File: src/rtl/gray_pkg.sv
// rtl/gray_pkg.sv - shared types, constants and helpers for the Gray-code receive path
//
// Purpose:
//   Common definitions for gray2bin_rx. The helpers work on a 16-bit container,
//   which is the widest supported bus. Callers zero-extend narrower buses on
//   the way in and truncate the result on the way out. Zero high bits do not
//   change either the Gray decode or the popcount.
//
// Contents:
//   state_t      - receiver FSM states (ST_INIT, ST_RUN)
//   FILL_CYCLES  - fill-counter value at which the synchronizer is primed
//   gray2bin()   - Gray to binary decode
//   popcount()   - number of set bits in a vector

package gray_pkg;

  localparam int GRAY_MAX_W = 16;
  localparam int CNT_W      = 5;

  localparam logic [1:0] FILL_CYCLES = 2'd2;

  typedef enum logic {
    ST_INIT = 1'b0,
    ST_RUN  = 1'b1
  } state_t;

  // Each binary bit is the XOR of its Gray bit and all Gray bits above it.
  function automatic logic [GRAY_MAX_W-1:0] gray2bin(input logic [GRAY_MAX_W-1:0] g);
    logic [GRAY_MAX_W-1:0] b;
    b[GRAY_MAX_W-1] = g[GRAY_MAX_W-1];
    for (int i = GRAY_MAX_W - 2; i >= 0; i--) begin
      b[i] = b[i+1] ^ g[i];
    end
    return b;
  endfunction

  function automatic logic [CNT_W-1:0] popcount(input logic [GRAY_MAX_W-1:0] v);
    logic [CNT_W-1:0] c;
    c = '0;
    for (int i = 0; i < GRAY_MAX_W; i++) begin
      c = c + {{(CNT_W-1){1'b0}}, v[i]};
    end
    return c;
  endfunction

endpackage

File: src/rtl/sync_2ff.sv
// rtl/sync_2ff.sv - two-flop synchronizer for an asynchronous multi-bit bus
//
// Purpose:
//   Brings an asynchronous bus into the i_clk domain through two flop stages.
//   This block is only safe for buses that change at most one bit at a time,
//   such as Gray codes. Any multi-bit skew that it passes through has to be
//   detected downstream.
//
// Ports:
//   i_clk - sampling clock
//   i_rst - asynchronous active-high reset; both stages clear to 0
//   i_d   - asynchronous input bus
//   o_q   - synchronized output (second stage)

module sync_2ff #(
  parameter int WIDTH = 4
) (
  input  logic             i_clk,
  input  logic             i_rst,
  input  logic [WIDTH-1:0] i_d,
  output logic [WIDTH-1:0] o_q
);

  logic [WIDTH-1:0] r_s1;
  logic [WIDTH-1:0] r_s2;

  always_ff @(posedge i_clk or posedge i_rst) begin
    if (i_rst) begin
      r_s1 <= '0;
      r_s2 <= '0;
    end else begin
      r_s1 <= i_d;
      r_s2 <= r_s1;
    end
  end

  assign o_q = r_s2;

endmodule

File: src/rtl/gray2bin_rx.sv
// rtl/gray2bin_rx.sv - receive-side Gray decoder with step direction and error counting
//
// Purpose:
//   Synchronizes an asynchronous Gray-coded bus and tracks the last accepted
//   code. Each single-bit change is a legal step. A legal step updates bin_out,
//   pulses bin_valid and records whether the step was +1 or -1 mod 2^W. A
//   change of two or more bits resyncs to the new value, pulses err and bumps
//   a saturating error counter. After reset the block waits for the
//   synchronizer to fill, then silently loads the current code.
//
// Parameters:
//   W    - bus width, 2..16
//   ERRW - error counter width
//
// Ports:
//   clk       - system clock, rising edge
//   rst       - asynchronous active-high reset
//   gray_in   - Gray-coded input, asynchronous to clk
//   clr_err   - synchronous clear of err_cnt; it takes priority over an increment
//   bin_out   - last accepted value, in binary
//   bin_valid - one-cycle pulse on each legal step
//   dir       - direction of the last legal step (1 = up, 0 = down)
//   err       - one-cycle pulse on a multi-bit change
//   err_cnt   - saturating count of err pulses

module gray2bin_rx #(
  parameter int W    = 4,
  parameter int ERRW = 8
) (
  input  logic            clk,
  input  logic            rst,
  input  logic [W-1:0]    gray_in,
  input  logic            clr_err,
  output logic [W-1:0]    bin_out,
  output logic            bin_valid,
  output logic            dir,
  output logic            err,
  output logic [ERRW-1:0] err_cnt
);

  import gray_pkg::*;

  // Registered state
  state_t          r_state;
  logic [1:0]      r_fc;
  logic [W-1:0]    r_gq;
  logic [W-1:0]    r_bin;
  logic            r_valid;
  logic            r_dir;
  logic            r_err;
  logic [ERRW-1:0] r_err_cnt;

  // Combinational next-state and datapath
  logic [W-1:0]     w_s2;
  logic [W-1:0]     w_bin_new;
  logic [CNT_W-1:0] w_dist;
  logic             w_step_up;

  state_t          w_state_nxt;
  logic [1:0]      w_fc_nxt;
  logic [W-1:0]    w_gq_nxt;
  logic [W-1:0]    w_bin_nxt;
  logic            w_valid_nxt;
  logic            w_dir_nxt;
  logic            w_err_nxt;
  logic [ERRW-1:0] w_err_cnt_nxt;

  sync_2ff #(
    .WIDTH (W)
  ) u_sync (
    .i_clk (clk),
    .i_rst (rst),
    .i_d   (gray_in),
    .o_q   (w_s2)
  );

  // The package helpers use a 16-bit container. The casts zero-extend the bus
  // on the way in and drop the unused upper bits on the way out.
  assign w_bin_new = W'(gray2bin(16'(w_s2)));
  assign w_dist    = popcount(16'(w_s2 ^ r_gq));

  // The addition is carried out at W bits, so the top-to-zero wrap counts as up.
  assign w_step_up = (w_bin_new == r_bin + W'(1));

  always_comb begin
    w_state_nxt = r_state;
    w_fc_nxt    = r_fc;
    w_gq_nxt    = r_gq;
    w_bin_nxt   = r_bin;
    w_valid_nxt = 1'b0;
    w_dir_nxt   = r_dir;
    w_err_nxt   = 1'b0;

    case (r_state)
      ST_INIT: begin
        // Wait until s2 holds a real sample of gray_in, then adopt it as the
        // baseline without reporting a step.
        w_fc_nxt = r_fc + 2'd1;
        if (r_fc == FILL_CYCLES) begin
          w_gq_nxt    = w_s2;
          w_bin_nxt   = w_bin_new;
          w_state_nxt = ST_RUN;
        end
      end

      ST_RUN: begin
        if (w_dist == CNT_W'(1)) begin
          w_gq_nxt    = w_s2;
          w_bin_nxt   = w_bin_new;
          w_valid_nxt = 1'b1;
          w_dir_nxt   = w_step_up;
        end else if (w_dist >= CNT_W'(2)) begin
          // Resync to whatever arrived. The direction of an illegal jump is
          // meaningless, so dir keeps the value from the last legal step.
          w_gq_nxt  = w_s2;
          w_bin_nxt = w_bin_new;
          w_err_nxt = 1'b1;
        end
      end
    endcase
  end

  always_comb begin
    w_err_cnt_nxt = r_err_cnt;
    if (clr_err) begin
      w_err_cnt_nxt = '0;
    end else if (w_err_nxt && (r_err_cnt != {ERRW{1'b1}})) begin
      w_err_cnt_nxt = r_err_cnt + ERRW'(1);
    end
  end

  always_ff @(posedge clk or posedge rst) begin
    if (rst) begin
      r_state   <= ST_INIT;
      r_fc      <= 2'd0;
      r_gq      <= '0;
      r_bin     <= '0;
      r_valid   <= 1'b0;
      r_dir     <= 1'b0;
      r_err     <= 1'b0;
      r_err_cnt <= '0;
    end else begin
      r_state   <= w_state_nxt;
      r_fc      <= w_fc_nxt;
      r_gq      <= w_gq_nxt;
      r_bin     <= w_bin_nxt;
      r_valid   <= w_valid_nxt;
      r_dir     <= w_dir_nxt;
      r_err     <= w_err_nxt;
      r_err_cnt <= w_err_cnt_nxt;
    end
  end

  assign bin_out   = r_bin;
  assign bin_valid = r_valid;
  assign dir       = r_dir;
  assign err       = r_err;
  assign err_cnt   = r_err_cnt;

endmodule

File: config.mk
export PLATFORM = sky130hd
export DESIGN_NAME = gray2bin_rx
export DESIGN_NICKNAME = d
export VERILOG_FILES = /design/src/rtl/gray_pkg.sv /design/src/rtl/sync_2ff.sv /design/src/rtl/gray2bin_rx.sv
export SDC_FILE = /design/constraint.sdc
export NUM_CORES = 1
export LEC_CHECK = 0
export ABC_CLOCK_PERIOD_IN_PS = 6500
export BUFFER_PORTS_ARGS = -buffer_cell sky130_fd_sc_hd__buf_2
export CORE_ASPECT_RATIO = 0.5
export CORE_MARGIN = 10
export CORE_UTILIZATION = 31
export DETAILED_ROUTE_END_ITERATION = 10
export PLACE_DENSITY_LB_ADDON = 0.3
export SYNTH_ARGS = -nofsm -noshare
export SYNTH_HDL_FRONTEND = slang
export SYNTH_SLANG_ARGS = --single-unit
File: constraint.sdc
create_clock -name clk -period 6.5 [get_ports clk]
set_input_delay 1.625 -clock clk [delete_from_list [all_inputs] [get_ports clk]]
set_output_delay 1.625 -clock clk [all_outputs]
set_load 0.02 [all_outputs]
# [After elaboration in Yosys (flattened, before gate mapping)]
# Index checks and enable logic that the tools add are counted.
[totals] word_cells=61 inputBits=7 out_inout_bits=15 register_bits=30
[op_classes] magnitude_cmp=1 mux=17 n_bitwise=5 add_sub_neg=18 n_reduce_logical=4 n_eq_ne=6
[op_table] op="$add A5 B1 Y5 const B" n=11
[op_table] op="$mux W4" n=6
[op_table] op="$mux W8" n=2
[op_table] op="$pmux W4 S2" n=2
[op_table] op="$add A8 B1 Y8 const B" n=1
[op_table] op="$ne A8 B8 Y1 const B" n=1
[op_table] op="$mux W1" n=7
[op_table] op="$add A4 B1 Y5 const B" n=1
[op_table] op="$eq A5 B1 Y1 const B" n=1
[op_table] op="$ge A5 B2 Y1 const B" n=1
[op_table] op="$add A3 B1 Y4" n=1
[op_table] op="$add A4 B1 Y4 const B" n=1
[op_table] op="$eq A4 B4 Y1" n=1
[op_table] op="$reduce_and A2 Y1" n=2
[op_table] op="$xor A4 B4 Y4" n=1
[op_table] op="$add A2 B1 Y3" n=1
[op_table] op="$ne A3 B1 Y1 const B" n=1
[op_table] op="$xor A1 B1 Y1" n=3
[op_table] op="$add A1 B1 Y2" n=1
[op_table] op="$add A2 B1 Y2 const B" n=1
[op_table] op="$eq A2 B2 Y1 const B" n=1
[op_table] op="$ne A2 B2 Y1 const B" n=1
[op_table] op="$reduce_bool A2 Y1" n=1
[op_table] op="$logic_and A1 B1 Y1" n=1
[op_table] op="$not A1 Y1" n=1

# [Depth between registers and ports, before layout]
[logic_depth] ltp_word=23 depth_mapped=10 mapped_depth_nobuf=10

# [Hierarchy]
# Synthesis repeated with hierarchy kept, for this count alone.
[hier_totals] cells_unflattened=120 hier_area_um2=1416.4
[modules_own_cells] module="gray2bin_rx" cells_per_inst=111 n_inst=1 area_each_um2=1212.4 seq_area_each_um2=525.5
[modules_own_cells] module="sync_2ff" cells_per_inst=9 n_inst=1 area_each_um2=203.9 seq_area_each_um2=200.2

# [Worst setup path before layout]
# Ideal clock, no wire load.
[synth_path] path_kind="register -> register" start="register u_sync.r_s2[0] (netlist: u_sync.o_q[0])" end="register r_err_cnt[5] (netlist: err_cnt[5])" path_stages_with_launch=11 synth_period_minus_slack_ns=2.545 path_buffers=0 slack_ns=3.955 required_time_ns=6.422 t_arrival_ns=2.467 path_cell_list="dfrtp_1 > xnor2_1 > fa_1 > inv_1 > ha_1 > inv_1 > ha_1 > and2b_4 > nand4_4 > or4_1 > a21oi_1"
[synth_between] elab_chain_len=22 word_cells_on_any_way=23
[synth_lines] element="start, declared" line_no="sync_2ff.sv:25" rtl="logic [WIDTH-1:0] r_s2;"
[synth_lines] element="start signal, assigned" line_no="sync_2ff.sv:33" rtl="r_s2 <= r_s1;"
[synth_lines] element="$xor A4 B4 Y4 *" line_no="gray2bin_rx.sv:80" rtl="assign w_dist = popcount(16'(w_s2 ^ r_gq));"
[synth_lines] element="$add A1 B1 Y2 *" line_no="gray_pkg.sv:41" rtl="c = c + {{(CNT_W-1){1'b0}}, v[i]};"
[synth_lines] element="$add A2 B1 Y3 *" line_no="gray_pkg.sv:41"
[synth_lines] element="$add A3 B1 Y4 *" line_no="gray_pkg.sv:41"
[synth_lines] element="$add A4 B1 Y5 *" line_no="gray_pkg.sv:41"
[synth_lines] element="$add A5 B1 Y5 * (11 in series)" line_no="gray_pkg.sv:41"
[synth_lines] element="$ge A5 B2 Y1" line_no="gray2bin_rx.sv:112" rtl="end else if (w_dist >= CNT_W'(2)) begin"
[synth_lines] element="$mux W1" line_no="gray2bin_rx.sv:112"
[synth_lines] element="$mux W1 *" line_no="gray2bin_rx.sv:107" rtl="if (w_dist == CNT_W'(1)) begin"
[synth_lines] element="$mux W1 *" line_no="gray2bin_rx.sv:94" rtl="case (r_state)"
[synth_lines] element="via w_err_nxt" line_no="gray2bin_rx.sv:65" rtl="logic w_err_nxt;"
[synth_lines] element="$logic_and A1 B1 Y1 *" line_no="gray2bin_rx.sv:127" rtl="end else if (w_err_nxt && (r_err_cnt != {ERRW{1'b1}})) begin"
[synth_lines] element="$reduce_bool A2 Y1 (no source line) *"
[synth_lines] element="end signal, assigned" line_no="gray2bin_rx.sv:150" rtl="r_err_cnt <= w_err_cnt_nxt;"
[synth_lines] element="end, declared" line_no="gray2bin_rx.sv:51" rtl="logic [ERRW-1:0] r_err_cnt;"
# The timed path passes the listed nets; every way through them passes the cells marked *.
# A chain may end at the register's enable or synchronous reset.

# [Worst setup path in the final report]
[layout_path] start="register u_sync.r_s2[0] (netlist: u_sync.o_q[0])" end="register r_err_cnt[3] (netlist: err_cnt[3])"
# The elaborated chain is that of the path after synthesis.

==> flow_summary.json <==
{
  "place_ws_ps": 3790,
  "clock_latency_ps": 280,
  "startpoint_type": "flip-flop",
  "die-area_um2": 7650,
  "grt_first_pass_wirelength_um": 4210,
  "cts_buffer_depth": 2,
  "dr.first_iter.drc_count": 7,
  "synthCells": 112,
  "syn_area_um2": 1370,
  "path_cells": "xnor2_1 -> fa_1 -> inv_1 -> ha_1 -> inv_1 -> ha_1 -> and2b_4 -> nand4_4 -> or3_2 -> a21oi_1",
  "wl_per_cell_um": 13.1,
  "ys_ff_latch": 29,
  "cts_tree": "yes",
  "initial_core_util_pct": 33.6,
  "synth_nets": 126,
  "end_kind": "flip-flop",
  "hold_path_class": "reg -> reg",
  "vdd_drop_max_mv": 0.131,
  "tns_ps": 0,
  "first_global_vias": 867,
  "grt_max_degree": 30,
  "ioPinCount": 22,
  "p_per_area_nw_per_um2": 496,
  "dp_hpwl_um": 1880,
  "dr.pass1.iters": 5,
  "wirelength_um": 2530,
  "rows": 16,
  "cts_hold_buf": 0,
  "period_share_pct": 41.7,
  "antenna_found_initial": 0,
  "htreeDepth": 2,
  "die_width_um": 114,
  "diodes": 0,
  "grt_use_total_pct": 7.19,
  "syn_avg_cell_area_um2": 12.3,
  "rsz0062_at_grt": "false",
  "power_leakage_nw": 0.772,
  "syn_to_final_growth_pct": 19.5,
  "cts.sinks": 29,
  "synth_area_leaders": "dfrtp_1, ha_1, mux2_2, xnor2_1, xor2_1",
  "period_needed_ps": 2710,
  "vias": 870,
  "finalWorstSetupSlack_ps": 3790,
  "final_cell_mix": "dfrtp_1, buf_2, nand2_1",
  "drc_errors": 0,
  "drv_slew": 0,
  "fin_skew_ps": 4.81,
  "grt_overflow": 0,
  "yosysWarnings": 0,
  "nNetsFinal": 152,
  "max_cap_violations": 0,
  "io_buffers": 21,
  "crit_family": "simple AND/OR/NAND/NOR gates",
  "required_ps": 6700,
  "max_slew_margin_pct": 70.5,
  "hold_ws_ps": 352,
  "fmax_mhz": 369,
  "yosys.area.top_type": "dfrtp_1",
  "ant_nets": 0,
  "place_area_um2": 1520,
  "critPathMaxFanout": 6,
  "place_congestion": 0.697,
  "final_cell_area_um2": 1640,
  "cp.arrival_ps": 2910,
  "final_common_cell": "dfrtp_1",
  "critPathMaxStageDelay_ps": 470,
  "ctsResizeCount": 0,
  "place.detailed.instances": 185,
  "slowest_stage": "or3_2",
  "synth_top_area_share_pct": 52.9,
  "critPathBufInv": 2,
  "status": "complete, no violations",
  "cts_root_buffer": "clkbuf_8",
  "path_clk_slew_ps": 60,
  "yosysSeqAreaShare_pct": 52.9,
  "cts_inserted_buffers": 5,
  "ys_types": 38,
  "tightest_slew_ps": 442,
  "critical_path_class": "reg -> reg",
  "core_area_um2": 4080,
  "stdcell_count": 193,
  "cts_setup_buffers": 0,
  "hold_violations": 0,
  "viasPerCell": 4.51,
  "setup_viol": 0,
  "die_h_um": 67.1,
  "drive_above_1_share_pct": 29.5
}
[path summary, 6_finish.rpt]
check	cells past startpoint	start	slack [ps]	end
worst max-delay path	10	u_sync.o_q[0]	3790	err_cnt[3]
worst min-delay path	0	u_sync.r_s1[0]	350	u_sync.o_q[0]
worst max register to register	10	u_sync.o_q[0]	3790	err_cnt[3]
worst min register to register	0	u_sync.r_s1[0]	350	u_sync.o_q[0]
max in group asynchronous	3	rst	4830	r_gq[3]
min in group asynchronous	3	rst	1400	err_cnt[1]
[flip-flops by register name, indices dropped and copies added (netlist names), 2 cells and up]
signal and count:
bin_out 3, err_cnt 8, r_fc 2, r_gq 4, u_sync.o_q 4, u_sync.r_s1 4
[metal layers]
metal / wire length, µm / up-vias / GRT usage (%)
li1: - / 438 / -
met1: 1240 / 408 / 8.29
met2: 1090 / 22 / 10.3
met3: 170 / 2 / 4.02
met4: 34 / 0 / 4.19
met5: 0 / - / 0
[power breakdown]
part / switching [mW] / internal, mW / leakage (nW)
registers: 0.0339 / 0.222 / 0.349
logic: 0.198 / 0.170 / 0.364
clock network: 0.0654 / 0.125 / 0.0585
[cell usage after synthesis (all sizes together)]
cell	instances
a211oi	1
a21oi	3
a311oi	1
a41oi	1
and2	1
and2b	1
and3	1
and4	1
and4b	1
buf	2
clkdlybuf4s25	1
dfrtp	29
fa	1
ha	6
inv	7
mux2	5
mux2i	3
nand2	8
nand3	2
nand4	2
nor2	4
nor2b	2
nor3	1
nor3b	1
nor4	1
o211ai	1
o21a	1
o21ai	6
o31ai	2
or2	1
or3	1
or4	1
xnor2	6
xnor3	1
xor2	6
[stage by stage]
stage               power, mW  util, %
floorplan               0.552        -
global placement        0.625     37.3
detailed placement      0.636     37.3
CTS                     0.832     40.2
global route            0.881     40.2
finish                  0.814     40.2
[layout make-up]
| type | count | area, µm² |
|---|---|---|
| fill | 413 | 2440 |
| sequential | 29 | 726 |
| multi-input combinational | 73 | 592 |
| timing repair buffer | 22 | 113 |
| clock buffer | 7 | 86.3 |
| tap | 54 | 67.6 |
| clock inverter | 1 | 30.0 |
| inverter | 7 | 26.3 |
[cell families after synthesis]
family	Yosys count	share of synthesized area [%]
buffers and inverters	10	4.01
multiplexers	8	6.29
AO/OA/AOI/OAI	16	7.57
AND/OR/NAND/NOR	29	13.0
flip-flops	29	52.9
XOR/XNOR	13	9.30
adder cells (fa/ha/maj)	7	6.93
Note: power is estimated with default switching activity, not from simulation.
